==> src/rtl/fifo_stream_rd.sv <==
// fifo_stream_rd: turns the read port of a non-FWFT synchronous FIFO into a
// valid/ready stream through a 3-entry circular buffer.
module fifo_stream_rd #(
  parameter int WIDTH = 9
) (
  input  logic             clk,
  input  logic             rstn,
  input  logic             flush,
  input  logic [WIDTH-1:0] fifo_dout,
  input  logic             fifo_empty,
  output logic             fifo_rd_en,
  output logic [WIDTH-1:0] m_data,
  output logic             m_valid,
  input  logic             m_ready,
  output logic [1:0]       m_count
);

  localparam int DEPTH = 3;

  logic [1:0]       head_reg, head_next;
  logic [1:0]       tail_reg, tail_next;
  logic [1:0]       count_reg, count_next;
  logic             inflight_reg, inflight_next;
  logic             capture;
  logic             transfer;
  logic [2:0]       occupancy;
  logic [WIDTH-1:0] entry_word [DEPTH];

  function automatic logic [1:0] ptr_inc(input logic [1:0] p);
    return (p == 2'd2) ? 2'd0 : p + 2'd1;
  endfunction

  // Reads are throttled on buffered plus in-flight words, so a slot is
  // always reserved for the word returning next cycle.
  assign occupancy  = {1'b0, count_reg} + {2'b00, inflight_reg};
  assign fifo_rd_en = rstn & ~flush & ~fifo_empty & (occupancy < 3'd3);

  assign capture  = inflight_reg;
  assign transfer = m_valid & m_ready;

  // Outputs are forced idle while reset is held, before the clearing edge.
  assign m_valid = rstn & (count_reg != 2'd0);
  assign m_count = rstn ? count_reg : 2'd0;

  always_comb begin
    head_next     = head_reg;
    tail_next     = tail_reg;
    count_next    = count_reg;
    inflight_next = fifo_rd_en;
    if (capture) begin
      tail_next = ptr_inc(tail_reg);
    end
    if (transfer) begin
      head_next = ptr_inc(head_reg);
    end
    case ({capture, transfer})
      2'b10:   count_next = count_reg + 2'd1;
      2'b01:   count_next = count_reg - 2'd1;
      default: count_next = count_reg;
    endcase
    if (!rstn || flush) begin
      head_next     = 2'd0;
      tail_next     = 2'd0;
      count_next    = 2'd0;
      inflight_next = 1'b0;
    end
  end

  always_ff @(posedge clk) begin
    head_reg     <= head_next;
    tail_reg     <= tail_next;
    count_reg    <= count_next;
    inflight_reg <= inflight_next;
  end

  generate
    for (genvar gi = 0; gi < DEPTH; gi++) begin : g_entry
      logic [WIDTH-1:0] word_reg;

      always_ff @(posedge clk) begin
        if (rstn && !flush && capture && (tail_reg == 2'(gi))) begin
          word_reg <= fifo_dout;
        end
      end

      assign entry_word[gi] = word_reg;
    end
  endgenerate

  always_comb begin
    case (head_reg)
      2'd1:    m_data = entry_word[1];
      2'd2:    m_data = entry_word[2];
      default: m_data = entry_word[0];
    endcase
  end

endmodule

==> config.mk <==
export PLATFORM = sky130hd
export DESIGN_NAME = fifo_stream_rd
export DESIGN_NICKNAME = d
export VERILOG_FILES = /design/src/rtl/fifo_stream_rd.sv
export SDC_FILE = /design/constraint.sdc
export NUM_CORES = 1
export LEC_CHECK = 0
export ABC_AREA = 1
export CORE_ASPECT_RATIO = 0.7
export CORE_MARGIN = 5
export CORE_UTILIZATION = 50
export CTS_CLUSTER_DIAMETER = 30
export CTS_CLUSTER_SIZE = 10
export DETAILED_ROUTE_END_ITERATION = 8
export PLACE_DENSITY = 0.86
export SYNTH_ARGS = -nofsm -noshare
export SYNTH_HDL_FRONTEND = slang
export SYNTH_SLANG_ARGS = --single-unit
==> constraint.sdc <==
create_clock -name clk -period 1.7 [get_ports clk]
set_input_delay 0.255 -clock clk [delete_from_list [all_inputs] [get_ports clk]]
set_output_delay 0.255 -clock clk [all_outputs]
set_load 0.02 [all_outputs]
# Word-level counts from Yosys, hierarchy flattened
# Cells that the tools add are included.
[word_totals]
out_inout_bits = 13
regBits = 34
inputBits = 14
[op_classes]
n_lt_le_gt_ge = 1
n_mux = 5
bitwise_logic = 7
n_eq_ne = 6
add_sub_neg = 5
n_reduce_logical = 11
[ops]
columns = ["op", "count"]
rows = [
  ["9-bit one-hot mux with 2 select lines", 1],
  ["2-bit by 1-bit adder with 2-bit output, second input constant", 3],
  ["2-bit by 1-bit == test with 1-bit output, second input constant", 3],
  ["2-bit == test, second input constant", 3],
  ["2-bit two-way mux", 3],
  ["1-bit AND", 5],
  ["1-bit logical AND", 5],
  ["2-bit one-hot mux with 2 select lines", 1],
  ["2-bit nonzero test", 2],
  ["2-bit by 1-bit adder with 3-bit output", 1],
  ["3-bit by 2-bit less-than comparator with 1-bit output, second input constant", 1],
  ["1-bit logical NOT", 2],
  ["2-bit logical NOT", 1],
  ["1-bit inverter", 2],
  ["2-bit by 1-bit subtractor with 2-bit output, second input constant", 1],
  ["1-bit logical OR", 1],
]

# Logic depth before layout (Yosys ltp)
[logic_depth]
depth_word = 5
mapped_depth = 8

# Least setup slack after synthesis
# Ideal clock, no wire load.
[synth_timing]
kind = "reg-to-output"
start = "reg head_reg[0]"
end = "out m_data[0]"
path_slack_ns = 0.070
path_stages_with_launch = 6
arrival_time_ns = 1.375
required_time_ns = 1.445
path_buffers = 2
path_cell_list = "dfxtp_1 inv_1 ha_1 buf_4 buf_6 a31oi_1"
[synth_between]
elab_chain_cells = 2
elab_cells_between_ends = 3
classes_between = "2 x eq/ne; 1 x mux"
[synth_lines]
columns = ["item", "line_no", "source"]
rows = [
  ["start: declaration", "20", "logic [1:0] head_reg, head_next;"],
  ["start signal: assignment", "70", "head_reg <= head_next;"],
  ["2-bit == test / 2-bit by 1-bit == test with 1-bit output (equally long branches)", "91", "case (head_reg)"],
  ["9-bit one-hot mux with 2 select lines (*)", "91", ""],
  ["end: declaration", "12", "output logic [WIDTH-1:0] m_data,"],
]
# Every way passes the cells marked *; elsewhere a longest branch is shown, timed or not.

# Worst setup path after layout
[layout_timing]
start = "reg head_reg[0]"
end = "out m_data[3]"
# Same word-level chain as after synthesis.

==> impl_metrics.yaml <==
status:
  outcome: "complete, but fails checks"
  violations: "setup timing"
cts:
  cts-root-buf: "clkbuf_8"
  h-tree-depth: 2
  cts_sinks: 34
  holdBufCountCts: 0
  clock_latency_ps: 290
  clockBufferDepth: 2
  cts_buffers: 5
  clk_pin_slew_worst_paths_ps: 70
  cts_tree: "yes"
synth:
  yosysSeqAreaShare_pct: 64.0
  synth_xor_xnor_area_share_pct: 0
  synth-main-ff-cell: "edfxtp_1"
  syn-num-nets: 151
  synthArstFlopShare_pct: 0
  synth_edf_count: 27
  syn_area_mm2: 0.00149
  synth_top_family_by_area: "simple AND/OR/NAND/NOR gates"
  synthCells: 130
  synth.avg_cell_area_um2: 11.4
  yosys-mux-area-fraction_pct: 0
  yosys.area_share.simple_pct: 17.4
  synth_fa_ha_area_share_pct: 5.90
  synth_seq_cells: 34
  synth_compound_area_share_pct: 8.00
  ys_warn_count: 0
  ys_types: 22
critical_path:
  crit_end: "m_data[3]"
  cp-startpoint: "head_reg[0]$_SDFFE_PP0P_"
  cpMaxStageDelayCell: "dfxtp_2"
  arrival_ps: 1530
  path_class: "reg2out"
  critPathRequiredTime_ps: 1440
  r2r_slack_ps: 260
  reg2reg_depth: 9
  cp-start-kind: "flop"
  cp_max_fo: 4
  cpPeakStageDelay_ps: 340
  worstReg2RegStart: "count_reg[1]$_SDFFE_PP0P_"
  worstSetupEndpointType: "primary output"
  reg2reg_to: "count_reg[1]$_SDFFE_PP0P_"
  path_cells: "inv_2 > ha_4 > clkbuf_16 > nor2_4 > a31oi_1 > buf_4"
sta:
  rsz0062_at_grt: "yes"
  hold_viol: 0
  period_share_pct: 105
  finalSetupViolations: 9
  fin_skew_ps: 7.04
  max_freq_mhz: 561
  period_needed_ps: 1780
  slew_violations: 0
  slew_headroom_pct: 85.1
  layout_setup_ws_ps: -83.9
  hold_slack_ps: 511
  worst_pin_slew_ps: 225
global_routing:
  antenna_found_initial: 0
  grt_pass1_vias: 1162
  grt_overflow: 0
  grt_max_degree: 10
  grt_pass1_wl_um: 5310
  grt_usage_pct: 17.0
power_and_ir_drop:
  vdd_drop_max_mv: 0.792
  p_int_uw: 1250
  seqPwrFrac_pct: 57.1
  clockPowerShare_pct: 35.6
  p_switching_uw: 339
  cellLeakagePower_uw: 0.000836
  power_density_mw_per_mm2: 730
  swShare_pct: 21.4
  combPwrFrac_pct: 7.3
placement:
  io_buffers: 26
  placed_cell_area_mm2: 0.00193
  dpl.hpwl_um: 2360
  placed_cells_incl_taps: 209
  place_congestion: 0.760
  preCtsSetupSlack_ps: -252
job:
  maxCapViolCount: 0
routing:
  firstDrtPassIters: 4
  drcViolationCount: 0
  routedWlPerCell_um: 16.4
  final_antenna_net_count: 0
  drt-initial-drc-count: 70
  vias: 1137
  via_per_inst: 5.17
  wirelength_um: 3600
floorplanning:
  initial_core_util_pct: 52.6
  rows: 16
  pin_count: 27
  dieHeight_um: 55.6
  coreArea_mm2: 0.00282
  dieWidth_um: 75.1
  die_area_mm2: 0.00418
final_layout:
  fillers: 167
  drive_above_1_share_pct: 35.9
  layout.nets: 205
  syn_to_final_growth_pct: 46.1
  finalInstanceArea_mm2: 0.00217
  post-route-util_pct: 76.9
  diodes: 0
  final_cells: 220
  largest_reg_flops: 27
hold_path:
  hold_path.class: "reg2reg"
-- per-stage QoR --
step | setup TNS (ps) | total power (uW)
final | -420 | 1580
after global placement | -2870 | 1020
after CTS | -166 | 1580
after detailed placement | -4320 | 1030
after floorplan | 0 | 960
after global routing | -1090 | 1640
-- metal layers --
metal	vias up	part of all wire (%)	GRT usage (%)
met5	-	0	0
met4	0	1.2	5.49
met3	4	5.8	3.79
met2	36	54	30.3
met1	543	39	19.8
li1	554	-	-
-- kinds of logic after synthesis --
kind of cell / count (synthesis)
DFF: 34
and+or+nand+nor: 56
AOI/OAI and AO/OA: 18
adders and majority gates: 7
buffers and inverters: 15
-- area by class of cell --
| type | count | area [um2] | area share [%] |
|---|---|---|---|
| sequential | 34 | 955 | 44.0 |
| tap | 36 | 45.0 | 2.08 |
| timing repair buffer | 51 | 492 | 22.7 |
| clock buffer | 7 | 76.3 | 3.52 |
| multi-input combinational | 81 | 561 | 25.8 |
| inverter | 11 | 41.3 | 1.90 |
-- what timing repair did --
action                     4_1_cts  5_1_grt
setup buffers                    1        2
setup endpoints to repair       13       11
gates cloned                     1        1
resized for setup               81       12
pin swaps                        5       10
-- power by group through the flow --
stage               registers (uW)  clock network, uW  logic, uW
floorplan                      923                  0       37.5
global placement               921                  0        101
detailed placement             922                  0        107
CTS                            904                565        110
global route                   905                613        122
finish                         905                564        115
-- synth_stat cells (all sizes together), types with 2 or more instances --
master / instances / area share (%)
nand3: 2 / 0.67
dfxtp: 7 / 9.4
a21oi: 5 / 1.9
nor2: 19 / 5.9
nand3b: 2 / 1.0
o21ai: 3 / 1.8
inv: 11 / 2.8
a31oi: 9 / 3.8
nand2: 31 / 8.7
buf: 2 / 1.3
ha: 7 / 5.9
clkbuf: 2 / 0.67
edfxtp: 27 / 55
-- cells in the final DEF (no fill, tap or decap), drive strengths merged --
cell type and instances:
inv 11, a21oi 5, nand3b 2, nand3 2, a21boi 1, nor2 19
buf 34, ha 7, o21ai 3, dfxtp 7, nor3 1, dlygate4sd2 3
clkdlybuf4s50 13, a31oi 9, nand2 31, edfxtp 27, clkbuf 8, nand4 1
-- worst min path at each step --
stage / start / end / slack (ps) / depth (start not counted)
after global routing: tail_reg[1]$_SDFFE_PP0P_ / tail_reg[1]$_SDFFE_PP0P_ / 530 / 2
after CTS: tail_reg[1]$_SDFFE_PP0P_ / tail_reg[1]$_SDFFE_PP0P_ / 500 / 2
final: tail_reg[1]$_SDFFE_PP0P_ / tail_reg[1]$_SDFFE_PP0P_ / 510 / 2
after global placement: tail_reg[1]$_SDFFE_PP0P_ / tail_reg[1]$_SDFFE_PP0P_ / 470 / 2
after detailed placement: tail_reg[1]$_SDFFE_PP0P_ / tail_reg[1]$_SDFFE_PP0P_ / 490 / 2
after floorplan: fifo_dout[0] / g_entry[0].word_reg[0]$_DFFE_PP_ / 350 / 0
-- worst max-delay path, delay by kind of cell (launching register included) --
kind	cells	cell delay (ps)
buf+inv	3	390
flops	1	340
fa+ha+maj	1	320
compound gates	1	160
simple gates	1	30
Note: power is estimated with default switching activity, not from simulation.
